### src/rtl/writeback_redirect_pkg.sv
// Shared uop encodings, uop class masks and writeback FSM state encoding.
// The HALT state only exists when WB_MISALIGN_TRAP_EN is defined.
package writeback_redirect_pkg;

   localparam logic [5:0] UOP_ADD   = 6'o00;
   localparam logic [5:0] UOP_SRAI  = 6'o32;
   localparam logic [5:0] UOP_BEQ   = 6'o30;
   localparam logic [5:0] UOP_BNE   = 6'o31;
   localparam logic [5:0] UOP_BLT   = 6'o34;
   localparam logic [5:0] UOP_BGE   = 6'o35;
   localparam logic [5:0] UOP_BLTU  = 6'o36;
   localparam logic [5:0] UOP_BGEU  = 6'o37;
   localparam logic [5:0] UOP_AUIPC = 6'o40;
   localparam logic [5:0] UOP_JAL   = 6'o41;
   localparam logic [5:0] UOP_JALR  = 6'o42;

   // One bit per uop encoding: bit n set means uop n belongs to the class.
   localparam logic [63:0] WRITE_MASK  = 64'h0000_0007_04FF_30FF;
   localparam logic [63:0] BRANCH_MASK = 64'h0000_0000_F300_0000;
   localparam logic [63:0] JUMP_MASK   = 64'h0000_0006_0000_0000;

   typedef enum logic [1:0] {
      ST_RUN    = 2'd0,
      ST_SQUASH = 2'd1
`ifdef WB_MISALIGN_TRAP_EN
      ,
      ST_HALT   = 2'd2
`endif
   } wb_state_e;

endpackage

### src/rtl/writeback_redirect_wb_uop_decode.sv
// Combinational uop classifier: write, branch and jump class membership.
module wb_uop_decode
   import writeback_redirect_pkg::*;
#(
   parameter int W_PD_UOPS = 6
) (
   input  logic [W_PD_UOPS-1:0] uops_i,
   output logic                 is_write_o,
   output logic                 is_branch_o,
   output logic                 is_jump_o
);

   assign is_write_o  = WRITE_MASK[uops_i];
   assign is_branch_o = BRANCH_MASK[uops_i];
   assign is_jump_o   = JUMP_MASK[uops_i];

endmodule

### src/rtl/writeback_redirect.sv
// Writeback stage: register-file write, front-end redirect, wrong-path squash, retire count.
// Optional misaligned-target trap and HALT state enabled by WB_MISALIGN_TRAP_EN.
//
// state  | meaning
// RUN    | accepting presented instructions
// SQUASH | discarding SQUASH_DEPTH cycles after a redirect
// HALT   | misaligned-target trap taken, everything discarded until rst
module writeback_redirect
   import writeback_redirect_pkg::*;
#(
   parameter int W_AA_INSTR   = 32,
   parameter int W_PD_DATA    = 32,
   parameter int W_PD_UOPS    = 6,
   parameter int W_PD_REGIDX  = 5,
   parameter int SQUASH_DEPTH = 2
) (
   input  logic                   clk,
   input  logic                   rst,
   input  logic                   DFI_PD_valid,
   input  logic [W_PD_UOPS-1:0]   DFI_PD_uops,
   input  logic [W_PD_REGIDX-1:0] DFI_PD_rdIdx,
   input  logic [W_AA_INSTR-1:0]  DFI_AA_pc,
   input  logic [W_PD_DATA-1:0]   DFI_PD_rd1,
   input  logic [W_AA_INSTR-1:0]  DFI_AA_br,
   output logic                   DFO_PD_wrEn,
   output logic [W_PD_REGIDX-1:0] DFO_PD_wrIdx,
   output logic [W_PD_DATA-1:0]   DFO_PD_wrData,
   output logic                   DFO_AA_redirect,
   output logic [W_AA_INSTR-1:0]  DFO_AA_target,
   output logic                   DFO_PD_squash,
   output logic                   DFO_PD_exc,
   output logic [31:0]            DFO_PD_retired
);

   localparam logic [2:0] SQ_LOAD = 3'(SQUASH_DEPTH);

   logic is_write, is_branch, is_jump;
   logic taken, trap;
   logic [W_AA_INSTR-1:0] seq_pc;

   wb_state_e              state_q, state_d;
   logic [2:0]             sq_cnt_q, sq_cnt_d;
   logic [31:0]            retired_q, retired_d;
   logic                   wr_en_q, wr_en_d;
   logic [W_PD_REGIDX-1:0] wr_idx_q, wr_idx_d;
   logic [W_PD_DATA-1:0]   wr_data_q, wr_data_d;
   logic                   redirect_q, redirect_d;
   logic [W_AA_INSTR-1:0]  target_q, target_d;
   logic                   exc_q, exc_d;

   wb_uop_decode #(.W_PD_UOPS(W_PD_UOPS)) u_decode (
      .uops_i      (DFI_PD_uops),
      .is_write_o  (is_write),
      .is_branch_o (is_branch),
      .is_jump_o   (is_jump)
   );

   assign seq_pc = DFI_AA_pc + W_AA_INSTR'(4);
   assign taken  = is_jump || (is_branch && (DFI_AA_br != seq_pc));

`ifdef WB_MISALIGN_TRAP_EN
   assign trap = taken && (DFI_AA_br[1:0] != 2'b00);
`else
   assign trap = 1'b0;
`endif

   always_comb begin
      state_d    = state_q;
      sq_cnt_d   = sq_cnt_q;
      retired_d  = retired_q;
      wr_en_d    = 1'b0;
      wr_idx_d   = '0;
      wr_data_d  = '0;
      redirect_d = 1'b0;
      target_d   = '0;
      exc_d      = 1'b0;
      case (state_q)
         ST_RUN: begin
            if (DFI_PD_valid) begin
               if (trap) begin
                  exc_d = 1'b1;
`ifdef WB_MISALIGN_TRAP_EN
                  state_d = ST_HALT;
`endif
               end else begin
                  retired_d = retired_q + 32'd1;
                  if (is_write && (DFI_PD_rdIdx != '0)) begin
                     wr_en_d   = 1'b1;
                     wr_idx_d  = DFI_PD_rdIdx;
                     wr_data_d = DFI_PD_rd1;
                  end
                  if (taken) begin
                     redirect_d = 1'b1;
                     target_d   = {DFI_AA_br[W_AA_INSTR-1:2], 2'b00};
                     state_d    = ST_SQUASH;
                     sq_cnt_d   = SQ_LOAD;
                  end
               end
            end
         end
         ST_SQUASH: begin
            // Counts down regardless of valid; leaves on the edge it hits zero.
            sq_cnt_d = sq_cnt_q - 3'd1;
            if (sq_cnt_q == 3'd1) state_d = ST_RUN;
         end
`ifdef WB_MISALIGN_TRAP_EN
         ST_HALT: ;
`endif
         default: state_d = ST_RUN;
      endcase
   end

   always_ff @(posedge clk or posedge rst) begin
      if (rst) begin
         state_q    <= ST_RUN;
         sq_cnt_q   <= '0;
         retired_q  <= '0;
         wr_en_q    <= 1'b0;
         wr_idx_q   <= '0;
         wr_data_q  <= '0;
         redirect_q <= 1'b0;
         target_q   <= '0;
         exc_q      <= 1'b0;
      end else begin
         state_q    <= state_d;
         sq_cnt_q   <= sq_cnt_d;
         retired_q  <= retired_d;
         wr_en_q    <= wr_en_d;
         wr_idx_q   <= wr_idx_d;
         wr_data_q  <= wr_data_d;
         redirect_q <= redirect_d;
         target_q   <= target_d;
         exc_q      <= exc_d;
      end
   end

   assign DFO_PD_wrEn     = wr_en_q;
   assign DFO_PD_wrIdx    = wr_idx_q;
   assign DFO_PD_wrData   = wr_data_q;
   assign DFO_AA_redirect = redirect_q;
   assign DFO_AA_target   = target_q;
   assign DFO_PD_squash   = (state_q == ST_SQUASH);
   assign DFO_PD_exc      = exc_q;
   assign DFO_PD_retired  = retired_q;

endmodule

### config.mk
export PLATFORM = sky130hd
export DESIGN_NAME = writeback_redirect
export DESIGN_NICKNAME = d
export VERILOG_FILES = /design/src/rtl/writeback_redirect_pkg.sv /design/src/rtl/writeback_redirect_wb_uop_decode.sv /design/src/rtl/writeback_redirect.sv
export SDC_FILE = /design/constraint.sdc
export NUM_CORES = 1
export LEC_CHECK = 0
export ABC_AREA = 0
export BUFFER_PORTS_ARGS = -buffer_cell sky130_fd_sc_hd__buf_2
export CORE_MARGIN = 5
export CORE_UTILIZATION = 48
export CTS_BUF_LIST = sky130_fd_sc_hd__clkbuf_16
export CTS_CLUSTER_SIZE = 8
export DETAILED_ROUTE_END_ITERATION = 8
export PLACE_DENSITY = 0.87
export SETUP_SLACK_MARGIN = 0.02
export SLEW_MARGIN = 20
export SYNTH_ARGS = -nofsm -noshare
export SYNTH_HDL_FRONTEND = slang
export SYNTH_SLANG_ARGS = --single-unit
### constraint.sdc
create_clock -name clk -period 3.4 [get_ports clk]
set_input_delay 0.34 -clock clk [delete_from_list [all_inputs] [get_ports clk]]
set_output_delay 0.34 -clock clk [all_outputs]
set_load 0.01 [all_outputs]
==> flow_summary.yaml <==
run_status:
  status: "completed"
worst_setup_path:
  arrival_ns: 2.88
  crit_path_end: "DFO_AA_target[26]"
  crit_type: "input port to register"
  r2r_setup_slack_ns: 0.82
  r2r_start: "state_q[0]"
  rr_endpoint: "DFO_PD_retired[29]"
  r2r_cells: 8
  startpoint_type: "input port"
  worstPathRequired_ns: 3.67
  crit_start: "DFI_AA_pc[13]"
  path_max_fanout: 35
  crit_path_end_kind: "register"
clock_tree:
  clk_pin_slew_ns: 0.07
  cts_sinks: 105
  h-tree-depth: 3
  clock_path_buffers: 2
  ctsResizeCount: 0
  cts_hold_buffers: 0
  cts_tree: "yes"
  numCtsBuffers: 9
  clkLatencyLatePin_ns: 0.33
  cts-root-buf: "clkbuf_16"
  post_cts_buffers: 0
sta:
  setup_viol: 0
  finalHoldViolCount: 0
  slew_violations: 0
  clock_skew_ns: 0.005139
  slew_headroom_pct: 49.86
  period_needed_ns: 2.605
  fin_tns_setup_ns: 0
  min_period_over_period_pct: 76.63
  tightest_slew_ns: 0.7521
  max_freq_ghz: 0.3838
  rsz0062_at_grt: "false"
logic_synthesis:
  syn-mean-instance-area_um2: 10.96
  synth-seq-cells: 105
  synth_edf_count: 0
  synth_cell_types: 51
  synth_compound_area_share_pct: 5.783
  synthXorXnorAreaFrac_pct: 12.63
  synthMuxAreaShare_pct: 0.6426
  yosys_warnings: 0
  netlist_area_um2: 5062
  async_flop_share_pct: 100.0
  synth.area.top_cells: "dfrtp_1 (52%), xnor2_1 (9.0%), and2_1 (8.7%), xor2_1 (3.6%), nand3_1 (2.3%)"
  synth_top_family_by_area: "simple AND/OR/NAND/NOR gates"
  syn_inst: 462
  ys.flop_type: "dfrtp_1"
  yosys.area_share.adder_pct: 1.483
  yosysSeqAreaShare_pct: 51.90
  synth_simple_gate_area_share_pct: 24.91
  yosysTopAreaCellShare_pct: 51.90
  synth_top_area_cell: "dfrtp_1"
placed_design:
  io_buffers: 211
  gp_congestion: 0.9169
  numPlacedInstances: 799
  hpwlAfterDp_um: 10900
floorplanning:
  coreArea_um2: 10320
  ios: 215
  fp.dieArea_um2: 12700
  start_util_pct: 49.04
  dieHeight_um: 112.7
  num_rows: 37
  die_x_um: 112.7
final_layout:
  n_fill_cell: 842
  n_antenna_cell: 0
  layout.nets: 790
  mostFrequentLayoutCell: "buf_2"
  drive_gt1_share_pct: 35.79
  layout_common_cells: "buf_2 (211), dfrtp_1 (105), and2_1 (70), xnor2_1 (52), nand2_1 (29)"
  synthToLayoutAreaGrowth_pct: 29.58
  stdcell_count: 815
pwr:
  power_leakage_nw: 3.482
  powerDensity_nw_per_um2: 470.8
  irDropWorstVdd_mv: 0.2797
  total_power_mw: 3.088
route:
  drtIter0Drc: 339
  via_per_inst: 5.250
  ant_nets: 0
  drt_wl_total_um: 13670
  vias: 4279
  drcViolationCount: 0
  drt-wirelength-per-cell_um: 16.78
  first_pass_iters: 4
global_route:
  first_global_vias: 4474
  grt_pass1_wl_um: 21790
  antenna_found_initial: 0
  grt_usage_pct: 21.35
  grt_overflow: 0
  grt_max_degree: 88
flow_run:
  cap_violations: 0
min_path:
  worstHoldPathType: "input port to asynchronous set/reset pin"
-- Yosys cell counts, drive strengths merged (2+ instances only) --
| library cell | count |
|---|---|
| nor3b | 2 |
| mux2 | 2 |
| nor4 | 7 |
| a21oi | 6 |
| dfrtp | 105 |
| nor2 | 16 |
| a211oi | 3 |
| inv | 10 |
| clkbuf | 7 |
| o31ai | 2 |
| and3 | 16 |
| o211ai | 4 |
| nor3 | 7 |
| a31oi | 4 |
| and4 | 6 |
| and2 | 70 |
| nor2b | 3 |
| nand2 | 29 |
| a31o | 2 |
| xor2 | 21 |
| o21ai | 7 |
| ha | 6 |
| nand2b | 4 |
| nand3 | 26 |
| xnor2 | 52 |
| nor4b | 3 |
| or3 | 2 |
| o2111ai | 3 |
| buf | 8 |
| nand4 | 15 |
-- registers in the layout, summed over array words and instances, names as in the netlist --
register and count:
DFO_PD_wrEn 1, DFO_AA_target 30, DFO_PD_wrIdx 5, state_q 1, sq_cnt_q 3, DFO_AA_redirect 1, DFO_PD_retired 32, DFO_PD_wrData 32
-- logic make-up (layout without fill, tap and decap cells) --
group,after synthesis,count (layout)
compound gates,39,39
flops,105,105
buf+inv,25,240
mux,3,3
simple gates,210,210
xor+xnor,73,73
fa+ha+maj,6,6
other cells,1,3
-- through the flow --
step	cell area [um^2]	setup slack (ns)	utilization, %	hold WS (ns)
floorplan	5070	0.2995	-	0.4686
global placement	6232	0.5981	60.37	0.4602
detailed placement	6232	0.5025	60.37	0.4809
CTS	6550	0.7521	63.45	0.1900
global route	6560	0.5323	63.54	0.1890
finish	6560	0.7946	63.54	0.1540
-- where the power goes --
group	internal [mW]	switching (mW)	total, mW
Clock	0.646	0.457	1.10
Combinational	0.248	0.306	0.554
Sequential	1.35	0.0842	1.43
-- per-layer routing --
| metal | vias up | share of wire, % | GRT usage, % |
|---|---|---|---|
| met4 | 0 | 1.1 | 5.529 |
| met2 | 212 | 50 | 37.28 |
| met1 | 2044 | 39 | 25.89 |
| met5 | - | 0 | 0 |
| li1 | 2008 | - | - |
| met3 | 15 | 9.2 | 6.257 |
-- worst min path at each step --
stage	slack, ns	to	cells after the start
after floorplan	0.47	DFO_AA_target[10]	1
final	0.15	DFO_PD_wrIdx[2]	2
after CTS	0.19	DFO_PD_wrData[27]	2
after global placement	0.46	DFO_PD_retired[31]	1
after detailed placement	0.48	DFO_PD_retired[11]	1
after global routing	0.19	DFO_PD_wrData[23]	2
-- worst max-delay path: stages --
cell,delay [ns]
buf_2,0.12
nand3_1,0.20
nor4_1,0.57
a21oi_1,0.17
or3_1,0.37
a31oi_1,0.21
a211oi_2,0.08
a21oi_4,0.58
and2_1,0.23
-- area by class of cell --
type / count / area, um^2 / share of cell area (%)
repair buffers: 214 / 1079 / 16.44
flip-flops and latches: 105 / 2628 / 40.05
clock inverters: 7 / 92.59 / 1.411
clock buffers: 9 / 225.2 / 3.433
inverters: 10 / 42.54 / 0.6485
multi-input cells: 334 / 2323 / 35.42
well taps: 136 / 170.2 / 2.594
No activity file was read; power rests on OpenSTA's default activity.
